**src/rtl/audio_level_meter_pkg.sv**
```systemverilog
// Shared constants and helpers for the audio level meter.
// Latency: n/a (package only).
// Backpressure: n/a (package only).
package audio_level_meter_pkg;

  // Top of the VU scale, shared with the intensity pattern master.
  localparam logic [3:0] LEVEL_MAX = 4'd10;

  // Map the MSB index of a 12-bit-referenced magnitude onto the log level scale.
  // msb < 0 means the magnitude was zero.
  function automatic logic [3:0] level_from_msb(input int msb);
    logic [3:0] lvl;
    if (msb >= 10)     lvl = LEVEL_MAX;
    else if (msb == 9) lvl = 4'd8;
    else if (msb == 8) lvl = 4'd6;
    else if (msb == 7) lvl = 4'd4;
    else if (msb == 6) lvl = 4'd3;
    else if (msb == 5) lvl = 4'd2;
    else if (msb == 4) lvl = 4'd1;
    else               lvl = 4'd0;
    return lvl;
  endfunction

endpackage

```
**src/rtl/level_quantize.sv**
```systemverilog
// Log quantiser: saturated |sample| magnitude -> 0..10 level.
// Latency: combinational.
// Backpressure: none; pure function of its input.
module level_quantize
  import audio_level_meter_pkg::*;
#(
  parameter int SAMPLE_DEPTH = 12
) (
  input  logic [SAMPLE_DEPTH-2:0] mag_i,
  output logic [3:0]              level_o
);

  int msb;

  // Find the highest set bit, rebase it to a 12-bit sample, then look up the level.
  always_comb begin
    msb = -1;
    for (int b = 0; b < SAMPLE_DEPTH - 1; b++) begin
      if (mag_i[b]) msb = b;
    end
    if (msb < 0) level_o = 4'd0;
    else         level_o = level_from_msb(msb - (SAMPLE_DEPTH - 12));
  end

endmodule

```
**src/rtl/audio_level_meter.sv**
```systemverilog
// VU meter: windowed peak |sample| -> log level with fast-attack/slow-decay and peak hold.
// Latency: volume/peak/strobe registered, change together one cycle after the window tick.
// Backpressure: none; every audio_valid cycle is consumed.
module audio_level_meter
  import audio_level_meter_pkg::*;
#(
  parameter int SAMPLE_DEPTH      = 12,
  parameter int CLK_FREQ          = 24000000,
  parameter int UPDATE_HZ         = 200,
  parameter int DECAY_STEP        = 1,
  parameter int PEAK_HOLD_UPDATES = 100
) (
  input  logic                    clk,
  input  logic                    rst,
  input  logic [SAMPLE_DEPTH-1:0] audio_in,
  input  logic                    audio_valid,
  output logic [3:0]              volume_out,
  output logic [3:0]              peak_out,
  output logic                    update_strobe
);

  localparam int UPDATE_COUNT = CLK_FREQ / UPDATE_HZ;
  localparam int CW = $clog2(UPDATE_COUNT);
  localparam int HW = (PEAK_HOLD_UPDATES > 0) ? $clog2(PEAK_HOLD_UPDATES + 1) : 1;
  localparam int MW = SAMPLE_DEPTH - 1;

  logic [CW-1:0]           cnt_q, cnt_d;
  logic [MW-1:0]           win_q, win_d;
  logic [3:0]              volume_q, volume_d;
  logic [3:0]              peak_q, peak_d;
  logic [HW-1:0]           hold_q, hold_d;
  logic                    strobe_q;
  logic                    tick;
  logic [MW-1:0]           abs_mag;
  logic [SAMPLE_DEPTH-1:0] neg_in;
  logic [3:0]              lvl;
  logic [3:0]              new_vol;
  int                      vol_dec;

  assign tick   = (cnt_q == '0);
  assign neg_in = -audio_in;

  // Saturating magnitude: the most negative code folds onto the largest positive one.
  always_comb begin
    if (!audio_in[SAMPLE_DEPTH-1])                   abs_mag = audio_in[MW-1:0];
    else if (audio_in == {1'b1, {MW{1'b0}}})         abs_mag = '1;
    else                                             abs_mag = neg_in[MW-1:0];
  end

  // Tick counter and window max; a sample in the tick cycle seeds the next window.
  always_comb begin
    cnt_d = tick ? CW'(UPDATE_COUNT - 1) : cnt_q - 1'b1;
    win_d = win_q;
    if (tick)                              win_d = audio_valid ? abs_mag : '0;
    else if (audio_valid && abs_mag > win_q) win_d = abs_mag;
  end

  level_quantize #(.SAMPLE_DEPTH(SAMPLE_DEPTH)) u_quant (
    .mag_i   (win_q),
    .level_o (lvl)
  );

  // Ballistics and peak hold, evaluated on the closing window and committed at the tick edge.
  always_comb begin
    vol_dec = int'(volume_q) - DECAY_STEP;
    if (lvl >= volume_q)           new_vol = lvl;
    else if (vol_dec > int'(lvl))  new_vol = 4'(vol_dec);
    else                           new_vol = lvl;

    volume_d = volume_q;
    peak_d   = peak_q;
    hold_d   = hold_q;
    if (tick) begin
      volume_d = new_vol;
      if (new_vol >= peak_q) begin
        peak_d = new_vol;
        hold_d = HW'(PEAK_HOLD_UPDATES);
      end else if (hold_q != '0) begin
        hold_d = hold_q - 1'b1;
      end else begin
        // new_vol < peak_q here, so peak_q >= 1 and the decrement cannot wrap.
        peak_d = (new_vol > peak_q - 4'd1) ? new_vol : peak_q - 4'd1;
      end
    end
  end

  // State registers; reset discards any partial window.
  always_ff @(posedge clk or posedge rst) begin
    if (rst) begin
      cnt_q    <= CW'(UPDATE_COUNT - 1);
      win_q    <= '0;
      volume_q <= '0;
      peak_q   <= '0;
      hold_q   <= '0;
      strobe_q <= 1'b0;
    end else begin
      cnt_q    <= cnt_d;
      win_q    <= win_d;
      volume_q <= volume_d;
      peak_q   <= peak_d;
      hold_q   <= hold_d;
      strobe_q <= tick;
    end
  end

  assign volume_out    = volume_q;
  assign peak_out      = peak_q;
  assign update_strobe = strobe_q;

endmodule

```
**config.mk**
```make
export PLATFORM = sky130hd
export DESIGN_NAME = audio_level_meter
export DESIGN_NICKNAME = d
export VERILOG_FILES = /design/src/rtl/audio_level_meter_pkg.sv /design/src/rtl/level_quantize.sv /design/src/rtl/audio_level_meter.sv
export SDC_FILE = /design/constraint.sdc
export NUM_CORES = 1
export LEC_CHECK = 0
export BUFFER_PORTS_ARGS = -buffer_cell sky130_fd_sc_hd__buf_2
export CAP_MARGIN = 20
export CORE_MARGIN = 2
export CORE_UTILIZATION = 45
export CTS_BUF_LIST = sky130_fd_sc_hd__clkbuf_16
export DETAILED_ROUTE_END_ITERATION = 6
export PLACE_DENSITY_LB_ADDON = 0.05
export SKIP_CTS_REPAIR_TIMING = 1
export SLEW_MARGIN = 25
export SYNTH_ARGS = -nofsm -noshare
export SYNTH_HDL_FRONTEND = slang
export SYNTH_SLANG_ARGS = --single-unit
```
**constraint.sdc**
```tcl
create_clock -name clk -period 3.93 [get_ports clk]
set_input_delay 0.786 -clock clk [delete_from_list [all_inputs] [get_ports clk]]
set_output_delay 0.786 -clock clk [all_outputs]
set_load 0.005 [all_outputs]
```
# Word level (Yosys, flattened, before mapping)
# Index checks and enable logic that the tools add are counted.
[totals]
reg_bits = 44
in_bits = 15
out_inout_bits = 9
wordCells = 65
[classes]
n_addsub = 5
magnitude_cmp = 7
n_eq_ne = 8
n_mux = 32
reduce_logical = 7
[op_table]
columns = ["op", "count"]
rows = [
  ["32-bit two-way mux", 11],
  ["32-bit by 4-bit == test with 1-bit output (second input constant)", 4],
  ["32-bit by 5-bit == test with 1-bit output (second input constant)", 2],
  ["11-bit two-way mux", 5],
  ["4-bit two-way mux", 12],
  ["32-bit by 5-bit >= comparator with 1-bit output (second input constant)", 1],
  ["32-bit by 1-bit less-than comparator with 1-bit output (second input constant)", 1],
  ["17-bit logical NOT", 1],
  ["17-bit two-way mux", 1],
  ["17-bit by 1-bit subtractor with 17-bit output (second input constant)", 1],
  ["7-bit two-way mux", 2],
  ["12-bit == test (second input constant)", 1],
  ["11-bit greater-than comparator", 1],
  ["11-bit negator", 1],
  ["4-bit >= comparator", 2],
  ["7-bit nonzero test", 1],
  ["7-bit by 1-bit subtractor with 7-bit output (second input constant)", 1],
  ["5-bit greater-than comparator", 1],
  ["4-bit by 1-bit subtractor with 5-bit output (second input constant)", 1],
  ["4-bit greater-than comparator", 1],
  ["2-bit AND reduction", 2],
  ["2-bit nonzero test", 2],
  ["4-bit by 1-bit subtractor with 4-bit output (second input constant)", 1],
  ["2-bit != test (second input constant)", 1],
  ["2 further kinds", 2],
]

# Longest topological paths before layout
# Gate-level depths: netlist (run 1).
[logic_depth]
word_depth = 27
depth_mapped = 18
ltp_nobuf = 18

# Hierarchy
# A second synthesis (run 1) with hierarchy kept.
[hier_totals]
cells_unflattened = 351
area_unflattened_um2 = 3230.6
[by_module_without_submodules]
columns = ["module", "n_inst", "cells_per_inst", "area_each_um2", "seq_area_each_um2"]
rows = [
  ["audio_level_meter", 1, 341, 3159.3, 1116.1],
  ["level_quantize", 1, 10, 71.3, 0.0],
]

# Worst setup path before layout (run 1)
# Ideal clock, no wire load.
[synth_timing]
path_kind = "register to register"
start = "reg win_q[9]"
end = "reg hold_q[5]"
setup_time_ps = 120
arrival_ps = 4073
required_time_ps = 3810
path_slack_ps = -262
path_stages_with_launch = 16
path_buffers = 0
synth_period_minus_slack_ps = 4192
path_cell_list = "dfrtp_1 -> nor2_1 -> nand4_1 -> ha_1 -> nand2b_1 -> a211o_1 -> a221o_1 -> or2_2 -> a21oi_1 -> ha_1 -> a21bo_2 -> a211oi_1 -> o211ai_1 -> nor4_1 -> xnor2_1 -> nand2_1"
[synth_via]
elab_chain_len = 17
elab_cells_between_ends = 26
classes_between = "5 x order compare; 6 x eq/ne; 13 x mux; 2 x reduce/logical"
[synth_lines]
columns = ["item", "line_no", "rtl"]
rows = [
  ["start: declaration", "audio_level_meter.sv:28", "logic [MW-1:0] win_q, win_d;"],
  ["start signal: assignment", "audio_level_meter.sv:98", "win_q <= win_d;"],
  ["32-bit two-way mux * (2 in a row)", "level_quantize.sv:19", "if (mag_i[b]) msb = b;"],
  ["32-bit by 4-bit == test with 1-bit output", "audio_level_meter_pkg.sv:19", "else if (msb == 4) lvl = 4'd1;"],
  ["1-bit two-way mux", "audio_level_meter_pkg.sv:19", ""],
  ["4-bit two-way mux", "audio_level_meter_pkg.sv:18", "else if (msb == 5) lvl = 4'd2;"],
  ["4-bit two-way mux", "audio_level_meter_pkg.sv:17", "else if (msb == 6) lvl = 4'd3;"],
  ["4-bit two-way mux", "audio_level_meter_pkg.sv:16", "else if (msb == 7) lvl = 4'd4;"],
  ["4-bit two-way mux", "audio_level_meter_pkg.sv:15", "else if (msb == 8) lvl = 4'd6;"],
  ["4-bit two-way mux", "audio_level_meter_pkg.sv:14", "else if (msb == 9) lvl = 4'd8;"],
  ["4-bit two-way mux", "audio_level_meter_pkg.sv:13", "if (msb >= 10) lvl = LEVEL_MAX;"],
  ["4-bit two-way mux *", "level_quantize.sv:21", "if (msb < 0) level_o = 4'd0;"],
  ["5-bit greater-than comparator", "audio_level_meter.sv:67", "else if (vol_dec > int'(lvl)) new_vol = 4'(vol_dec);"],
  ["4-bit two-way mux", "audio_level_meter.sv:67", ""],
  ["4-bit two-way mux *", "audio_level_meter.sv:66", "if (lvl >= volume_q) new_vol = lvl;"],
  ["4-bit >= comparator *", "audio_level_meter.sv:75", "if (new_vol >= peak_q) begin"],
  ["2-bit nonzero test (no line)", "n/a", ""],
  ["2-bit AND reduction (no line)", "n/a", ""],
  ["end signal: assignment", "audio_level_meter.sv:101", "hold_q <= hold_d;"],
  ["end: declaration", "audio_level_meter.sv:31", "logic [HW-1:0] hold_q, hold_d;"],
]
# Mark *: on every way between the ends. The rest lies on a longest branch, timed or not.
# A chain may end at the register's enable or synchronous reset.

# Worst setup path after layout (run 1)
[layout_timing]
start = "reg volume_q[1] (netlist: volume_out[1])"
end = "reg hold_q[6]"
[layout_via]
elab_chain_len = 7
elab_cells_between_ends = 9
classes_between = "1 x add/sub; 3 x order compare; 3 x mux; 2 x reduce/logical"
[layout_lines]
columns = ["item", "line_no", "rtl"]
rows = [
  ["start: declaration", "audio_level_meter.sv:29", "logic [3:0] volume_q, volume_d;"],
  ["start signal: assignment", "audio_level_meter.sv:99", "volume_q <= volume_d;"],
  ["4-bit by 1-bit subtractor with 5-bit output", "audio_level_meter.sv:65", "vol_dec = int'(volume_q) - DECAY_STEP;"],
  ["5-bit greater-than comparator", "audio_level_meter.sv:67", ""],
  ["4-bit two-way mux", "audio_level_meter.sv:67", ""],
  ["4-bit two-way mux *", "audio_level_meter.sv:66", ""],
  ["named net new_vol[1]", "audio_level_meter.sv:37", "logic [3:0] new_vol;"],
  ["4-bit >= comparator *", "audio_level_meter.sv:75", ""],
  ["2-bit nonzero test (no line)", "n/a", ""],
  ["2-bit AND reduction (no line)", "n/a", ""],
]
# Mark *: on every way through the listed nets, which the timed path passes. The rest lies on a longest branch.

==> impl_metrics.toml, run 1 <==
[clock_network]
clockBufferDepth = 2
cts_buffers = 5
tritoncts = "done"
clkLatencyLatePin_ns = 0.28
clk_pin_slew_worst_paths_ns = 0.06
cts.sinks = 44
root_buffer = "clkbuf_16"
h-tree-depth = 2

[logic_synthesis]
ys_ff_latch = 44
muxShareOfSynthArea = 0.00671
syn_avg_cell_area_um2 = 8.66
syn_nets = 414
synthAdderAreaFrac = 0.130
synthCells = 366
synthSimpleGateAreaFrac = 0.229
synth_top_family_by_area = "simple AND/OR/NAND/NOR gates"
synth_commonest_cells = "39 x inv_1, 33 x ha_1, 33 x nand2_1, 33 x nor2_1, 32 x dfrtp_1"
synth_compound_area_frac = 0.158
yosysWarnings = 0
netlist-cell-type-count = 50
ys_seq_area_frac = 0.352
synth_area_mm2 = 0.00317
async_flop_share = 1.00
synth_top_area_cell = "dfrtp_1"
synthFlopType = "dfrtp_1"
synth_xor_area_frac = 0.0663
synthTopCellsByArea = "dfrtp_1 25%, ha_1 13%, dfstp_2 9.9%"
synth_top_area_share = 0.253
yosysMostFrequentCell = "inv_1"
synth_edf_count = 0

[critical_path]
rr_startpoint = "volume_out[1]"
critPathRequiredTime_ns = 4.14
arrival_ns = 4.03
cpMostUsedCell = "ha_1"
path_cells = "inv_1, ha_1, xor2_1, ha_1, a41o_1, a221o_1, or2_4, a21oi_1, ha_1, a21bo_2, a211oi_4, o211ai_1, buf_4, or3_1, nand3_1"
slowest_stage = "dfrtp_1"
crit_start = "volume_out[1]"
crit_fanout = 5
crit_type = "reg -> reg"
cp_num_buf_inv = 2
crit_family = "compound AO/OA/AOI/OAI gates"
endpoint_kind = "flop"
cp-start-kind = "flop"
critPathMaxStageDelay_ns = 0.42

[layout]
final.fill_count = 619
diodes = 0
num-nets-final = 468
final_layout_size_suffix_gt1_frac = 0.242
instances_no_fill = 517
area_growth_pct = 22.2
finish.utilization = 0.570

[pwr]
powerDensity_mw_per_mm2 = 568
pwr-share-comb = 0.581
seq_power_share = 0.242
switchingPower_uw = 821
total_leakage_power_uw = 0.00178
p_int_uw = 1380
power_frac_clock = 0.176
switching_share = 0.373
peakVddDrop_v = 0.000218

[place]
io_buffer_count = 23
pre_cts_ws_ns = -0.141
hpwl_mm = 5.22
gp_congestion = 0.804
dp_cells = 507

[timing]
holdWs_ns = 0.452
worst_pin_slew_ns = 0.705
slew_headroom = 0.530
hold_violations = 0
finalSetupViolCount = 0
period_needed_ns = 3.81
fin_worst_skew_ns = 0.00341
timing.fmax_ghz = 0.262
drv_slew = 0
period_share = 0.970
finalWorstSetupSlack_ns = 0.117

[detailed_routing]
drt_wl_total_mm = 6.79
drtPass1Iterations = 4
wire_per_inst_um = 13.1
vias = 2724
first_iter_violations = 65
ant_nets = 0
viasPerCell = 5.27
drcViolationCount = 0

[global_routing]
gr-total-overflow = 0
grtUsageTotal = 0.189
antenna_found_initial = 0
grt_pass1_vias = 2579
grt_pass1_wl_mm = 11.6
grt_start_max_net_pins = 32

[outcome]
status = "finished, final reports clean"

[floorplanning]
die_y_um = 87.9
dieArea_mm2 = 0.00773
core_mm2 = 0.00679
boundaryPins = 24
num_rows = 30
dieWidth_um = 87.9
initial_core_util = 0.466

[flow_run]
max_cap_viol_count = 0

[worst_hold_path]
hp-class = "in -> async"
## per-stage QoR
stage | area (um2) | setup TNS [ns] | power, uW
global placement | 3610 | -0.0378 | 1690
CTS | 3750 | 0 | 2110
global route | 3870 | -0.158 | 2400
floorplan | 3180 | 0 | 1220
detailed placement | 3610 | -0.449 | 1700
finish | 3870 | 0 | 2200
## path summary, 6_finish.rpt
kind,depth (start not counted),slack [ns],endpoint
setup / recovery,15,0.12,hold_q[6]
hold / removal,2,0.45,hold_q[3]
setup reg to reg,15,0.12,hold_q[6]
hold reg to reg,1,0.48,cnt_q[0]
max in group asynchronous,3,2.75,cnt_q[3]
min in group clk,1,0.48,cnt_q[0]
## cell families (layout without fill, tap and decap cells)
family,count (synthesis),count (layout)
and+or+nand+nor,144,144
AOI/OAI and AO/OA,71,71
buffers and inverters,48,103
DFF,44,44
adders and majority gates,33,33
xor gates and xnor gates,24,24
muxes,2,2
## cells in the final DEF (no fill, tap or decap), drive strengths merged, types with 3 or more instances in the layout
cell type and instances:
a21oi 14, and3 3, buf 56, clkbuf 5, dfrtp 32, dfstp 12
ha 33, inv 40, nand2 33, nand2b 7, nand3 24, nand4 5
nor2 33, nor2b 6, nor3 12, nor4 4, o211ai 4, o21ai 14
o221ai 3, o311ai 8, o31ai 6, o41ai 4, or2 4, or3 4
or4 4, xnor2 15, xor2 9
## state kept, by name (all words and copies together), names as in the netlist
name and cells:
cnt_q 17, hold_q 7, peak_out 4, update_strobe 1, volume_out 4, win_q 11
## power groups by stage
| stage | Clock (uW) | Combinational, uW | Sequential (uW) |
|---|---|---|---|
| detailed placement | 0 | 1170 | 537 |
| global route | 417 | 1440 | 541 |
| CTS | 404 | 1180 | 530 |
| finish | 388 | 1280 | 534 |
| global placement | 0 | 1160 | 535 |
| floorplan | 0 | 685 | 535 |
## per-layer routing
metal | up-vias | routed length (um) | global-route usage
met5 | - | 0 | 0
met4 | 0 | 47 | 0.0420
met3 | 5 | 177 | 0.0368
met2 | 39 | 3100 | 0.309
met1 | 1269 | 3460 | 0.259
li1 | 1411 | - | -
## worst register-to-register path: stages (launching register included)
cell,delay (ns)
dfrtp_1,0.42
inv_1,0.09
ha_1,0.20
xor2_1,0.25
ha_1,0.29
a41o_1,0.19
a221o_1,0.30
or2_4,0.27
a21oi_1,0.24
ha_1,0.16
a21bo_2,0.23
a211oi_4,0.29
o211ai_1,0.19
buf_4,0.20
or3_1,0.33
nand3_1,0.08
## layout make-up
class	count	area, um2	area share
Clock buffer	5	125	0.0323
Clock inverter	3	12.5	0.00323
Inverter	39	146	0.0378
Multi-Input combinational cell	274	1990	0.513
Sequential cell	44	1120	0.288
Tap cell	96	120	0.0310
Timing Repair Buffer	56	367	0.0946
Note: power is estimated with default switching activity, not from simulation.
==> run 2: changes to the inputs <==
--- a/config.mk
+++ b/config.mk
@@ -10,6 +10,7 @@
 export CORE_MARGIN = 2
 export CORE_UTILIZATION = 45
 export CTS_BUF_LIST = sky130_fd_sc_hd__clkbuf_16
+export CTS_CLUSTER_DIAMETER = 80
 export DETAILED_ROUTE_END_ITERATION = 6
 export PLACE_DENSITY_LB_ADDON = 0.05
 export SKIP_CTS_REPAIR_TIMING = 1
==> constraint.sdc (replaced) <==
create_clock -name clk -period 3.93 [get_ports clk]
set_input_delay 0.1965 -clock clk [delete_from_list [all_inputs] [get_ports clk]]
set_output_delay 0.1965 -clock clk [all_outputs]
set_load 0.005 [all_outputs]
==> impl_metrics.toml, run 2 (synthesis results as in run 1) <==
[outcome]
status = "finished, final reports clean"

[global_routing]
grt_start_max_net_pins = 45
grt_pass1_wl_mm = 11.5
antenna_found_initial = 0
gr-total-overflow = 0
grt_pass1_vias = 2531
grtUsageTotal = 0.188

[clock_network]
clockBufferDepth = 2
h-tree-depth = 2
tritoncts = "done"
cts_buffers = 5
clkLatencyLatePin_ns = 0.28
cts.sinks = 44
clk_pin_slew_worst_paths_ns = 0.06
root_buffer = "clkbuf_16"

[layout]
seqCellArea_mm2 = 0.00112
mostFrequentLayoutCells = "37 x inv_1, 33 x nand2_1, 33 x ha_1, 32 x nor2_1, 32 x dfrtp_1"
stdcell_area_mm2 = 0.00372
area_growth_pct = 17.3
reg_top3 = "cnt_q: 17 flops, win_q: 11 flops, hold_q: 7 flops"
instances_no_fill = 503
num-nets-final = 454
diodes = 0
finish.utilization = 0.547
final_layout_size_suffix_gt1_frac = 0.201
layout.cells.most_common = "inv_1"
final.fill_count = 629
largest_reg_flops = 17
largest_register = "cnt_q"
multiInputGateArea_mm2 = 0.00194

[critical_path]
endpoint_kind = "flop"
path_cells = "o21ai_1, nand4_1, ha_1, nand2b_1, a211o_1, a221o_1, or2_4, a21oi_2, ha_1, a21bo_2, a211oi_4, o211ai_1, buf_4, or3_1, nand3_1"
slowest_stage = "dfrtp_1"
rr_startpoint = "win_q[5]"
cp_num_buf_inv = 1
worstRegToRegCells = 15
r2r-end = "hold_q[6]"
cpMostUsedCell = "ha_1"
crit_fanout = 7
critPathRequiredTime_ns = 4.15
r2r_slack_ns = 0.21
arrival_ns = 3.94
cp-start-kind = "flop"
crit_type = "reg -> reg"
crit_family = "compound AO/OA/AOI/OAI gates"
critPathMaxStageDelay_ns = 0.39

[timing]
slew_headroom = 0.526
timing.fmax_ghz = 0.269
period_share = 0.947
hold_violations = 0
period_needed_ns = 3.72
worst_pin_slew_ns = 0.711
fin_worst_skew_ns = 0.00564
finalSetupViolCount = 0
finalWorstSetupSlack_ns = 0.208
holdWs_ns = 0.0446
drv_slew = 0

[place]
dpl_cell_area_mm2 = 0.00352
gp_congestion = 0.813
dp_cells = 495
io_buffer_count = 23
pre_cts_ws_ns = 0.0301
hpwl_mm = 5.04

[worst_hold_path]
hp-class = "in -> async"

[floorplanning]
dieWidth_um = 87.9
initial_core_util = 0.466
dieArea_mm2 = 0.00773
boundaryPins = 24
die_y_um = 87.9
num_rows = 30
core_mm2 = 0.00679

[pwr]
powerDensity_mw_per_mm2 = 542
peakVddDrop_v = 0.000221
total_leakage_power_uw = 0.00169

[detailed_routing]
first_iter_violations = 75
drt_wl_total_mm = 6.70
drtPass1Iterations = 4
vias = 2707
drcViolationCount = 0
viasPerCell = 5.38
ant_nets = 0
wire_per_inst_um = 13.3

[flow_run]
max_cap_viol_count = 0
## run 2: final cells by class
cell class | count | area share
Tap cell | 96 | 0.0323
Sequential cell | 44 | 0.300
Timing Repair Buffer | 42 | 0.0693
Multi-Input combinational cell | 274 | 0.521
Inverter | 39 | 0.0394
Clock inverter | 3 | 0.00437
Clock buffer | 5 | 0.0336
## run 2: how the worst max path moves through the flow
stage,slack [ns],end,from,depth (start not counted)
3_5_place_dp,0.03,hold_q[5],win_q[4],17
6_report,0.21,hold_q[6],win_q[5],15
5_1_grt,-0.002,hold_q[6],win_q[9],15
4_1_cts,0.02,hold_q[5],win_q[4],17
2_1_floorplan,0.02,hold_q[5],win_q[9],15
3_3_place_gp,0.15,hold_q[5],win_q[5],17
## run 2: tightest hold or removal path, stage by stage
cell      delay [ns]
buf_2           0.10
clkinv_1        0.03
buf_4           0.46
## run 2: through the flow
stage	power (uW)	setup TNS (ns)
3_3_place_gp	1550	0
2_1_floorplan	1220	0
5_1_grt	2200	-0.00227
3_5_place_dp	1570	0
6_report	2020	0
4_1_cts	1980	0
## run 2: report_power, final
part / internal (uW) / switching, uW
clock: 232 / 169
combinational: 500 / 585
sequential: 508 / 22.6
total: 1240 / 777
## run 2: layer usage
layer  vias up  global-route usage  share of wire
li1       1376                   -              -
met1      1284               0.253           0.50
met2        41               0.308           0.46
met3         6              0.0358          0.024
met4         0              0.0531          0.010
met5         -                   0              0
==> run 3: changes to the inputs <==
--- a/config.mk
+++ b/config.mk
@@ -8,11 +8,13 @@
 export BUFFER_PORTS_ARGS = -buffer_cell sky130_fd_sc_hd__buf_2
 export CAP_MARGIN = 20
 export CORE_MARGIN = 2
-export CORE_UTILIZATION = 45
+export CORE_UTILIZATION = 30
 export CTS_BUF_LIST = sky130_fd_sc_hd__clkbuf_16
 export CTS_CLUSTER_DIAMETER = 80
 export DETAILED_ROUTE_END_ITERATION = 6
+export GPL_TIMING_DRIVEN = 1
 export PLACE_DENSITY_LB_ADDON = 0.05
+export SETUP_SLACK_MARGIN = 0.2
 export SKIP_CTS_REPAIR_TIMING = 1
 export SLEW_MARGIN = 25
 export SYNTH_ARGS = -nofsm -noshare
==> impl_metrics.toml, run 3 (synthesis results as in run 1) <==
[outcome]
status = "finished, final reports clean"

[place]
hpwl_mm = 5.66
io_buffer_count = 23
gp_congestion = 0.794
pre_cts_ws_ns = 0.0294

[timing]
slew_headroom = 0.471
finalWorstSetupSlack_ns = 0.0861
worst_pin_slew_ns = 0.793
timing.fmax_ghz = 0.260
setup-tns-final_ns = 0
finalSetupViolCount = 0
period_needed_ns = 3.84
period_share = 0.978
fin_worst_skew_ns = 0.00657
holdWs_ns = 0.0278
drv_slew = 0
hold_violations = 0
rsz0062_at_grt = "true"

[critical_path]
endpoint_kind = "flop"
slowest_stage = "dfrtp_1"
cp-start-kind = "flop"
cpMostUsedCell = "ha_1"
path_cells = "o21ai_2, nand4_1, ha_1, nand2b_4, a211o_1, a221o_1, or2_4, a21oi_2, ha_1, a21bo_2, a211oi_4, o211ai_1, nor4_2, xnor2_1, nand2_1"
critPathRequiredTime_ns = 4.11
crit_type = "reg -> reg"
critPathMaxStageDelay_ns = 0.40
crit_fanout = 6
arrival_ns = 4.02

[layout]
num-nets-final = 461
final.fill_count = 1079
mostFrequentLayoutCells = "36 x inv_1, 32 x dfrtp_1, 31 x ha_1, 30 x nand2_1, 28 x nor2_1"
largest_register = "cnt_q"
final_layout_size_suffix_gt1_frac = 0.278
largest_reg_flops = 17
layout.cells.most_common = "inv_1"
reg_top3 = "cnt_q: 17 flops, win_q: 11 flops, hold_q: 7 flops"
area_growth_pct = 25.5

[clock_network]
clkLatencyLatePin_ns = 0.29
h-tree-depth = 2
root_buffer = "clkbuf_16"
clk_pin_slew_worst_paths_ns = 0.07
clockBufferDepth = 2
cts_buffers = 5
cts.sinks = 44
tritoncts = "done"

[detailed_routing]
ant_nets = 0
viasPerCell = 4.89
wire_per_inst_um = 14.1
vias = 2695
drcViolationCount = 0
drtPass1Iterations = 4
first_iter_violations = 74
drt_wl_total_mm = 7.76

[pwr]
peakVddDrop_v = 0.000256
total_leakage_power_uw = 0.00177
power_uw = 2310
powerDensity_mw_per_mm2 = 580

[global_routing]
grt_pass1_vias = 2662
antenna_found_initial = 1
grt_pass1_wl_mm = 13.0
grt_start_max_net_pins = 45
grtUsageTotal = 0.141
gr-total-overflow = 0

[floorplanning]
dieWidth_um = 107
dieArea_mm2 = 0.0114
boundaryPins = 24
die_y_um = 107
core_mm2 = 0.0103
initial_core_util = 0.308
num_rows = 37

[worst_hold_path]
hp-class = "in -> async"

[flow_run]
max_cap_viol_count = 0
-- run 3: cell types whose count changed in the layout (fill, tap and decap cells not counted), sizes merged --
cell / before / now
diode: 0 / 1
buf: 42 / 49
-- run 3: routing by layer --
metal,wire [um],GRT usage
met5,0,0
met4,70,0.0371
met3,149,0.0201
met2,3780,0.246
met1,3760,0.184
-- run 3: final timing paths --
path / from / endpoint / slack, ns / cells after the start
hold reg to reg: cnt_q[0] / cnt_q[0] / 0.48 / 1
setup / recovery: win_q[5] / hold_q[5] / 0.09 / 15
hold / removal: rst / hold_q[3] / 0.03 / 2
min in group clk: audio_in[0] / win_q[0] / 0.24 / 3
max in group asynchronous: rst / win_q[10] / 3.42 / 2
setup reg to reg: win_q[5] / hold_q[5] / 0.09 / 15
-- run 3: critical path, delay by kind of cell, from the launching register on --
family	cells	cell delay, ns
AO/OA/AOI/OAI	7	1.66
XOR/XNOR	1	0.15
AND/OR/NAND/NOR	5	0.95
adder cells (fa/ha/maj)	2	0.59
flip-flops	1	0.40
-- run 3: power by group --
part	internal, uW	switching (uW)
logic	671	673
registers	508	29.8
clock network	235	191
-- run 3: layout make-up --
cell class	instances	area [um2]	share of cell area
sequential	44	1120	0.281
tap	136	170	0.0428
multi-input combinational	274	2080	0.522
inverter	39	148	0.0371
timing repair buffer	49	318	0.0799
clock inverter	3	20.0	0.00503
antenna	1	2.50	0.000629
clock buffer	5	125	0.0315
-- run 3: through the flow --
stage / std cells / utilization / area, um2
2_1_floorplan: 366 / - / 3190
3_3_place_gp: 531 / 0.346 / 3550
3_5_place_dp: 531 / 0.346 / 3550
4_1_cts: 539 / 0.360 / 3700
5_1_grt: 551 / 0.387 / 3980
6_report: 551 / 0.387 / 3980
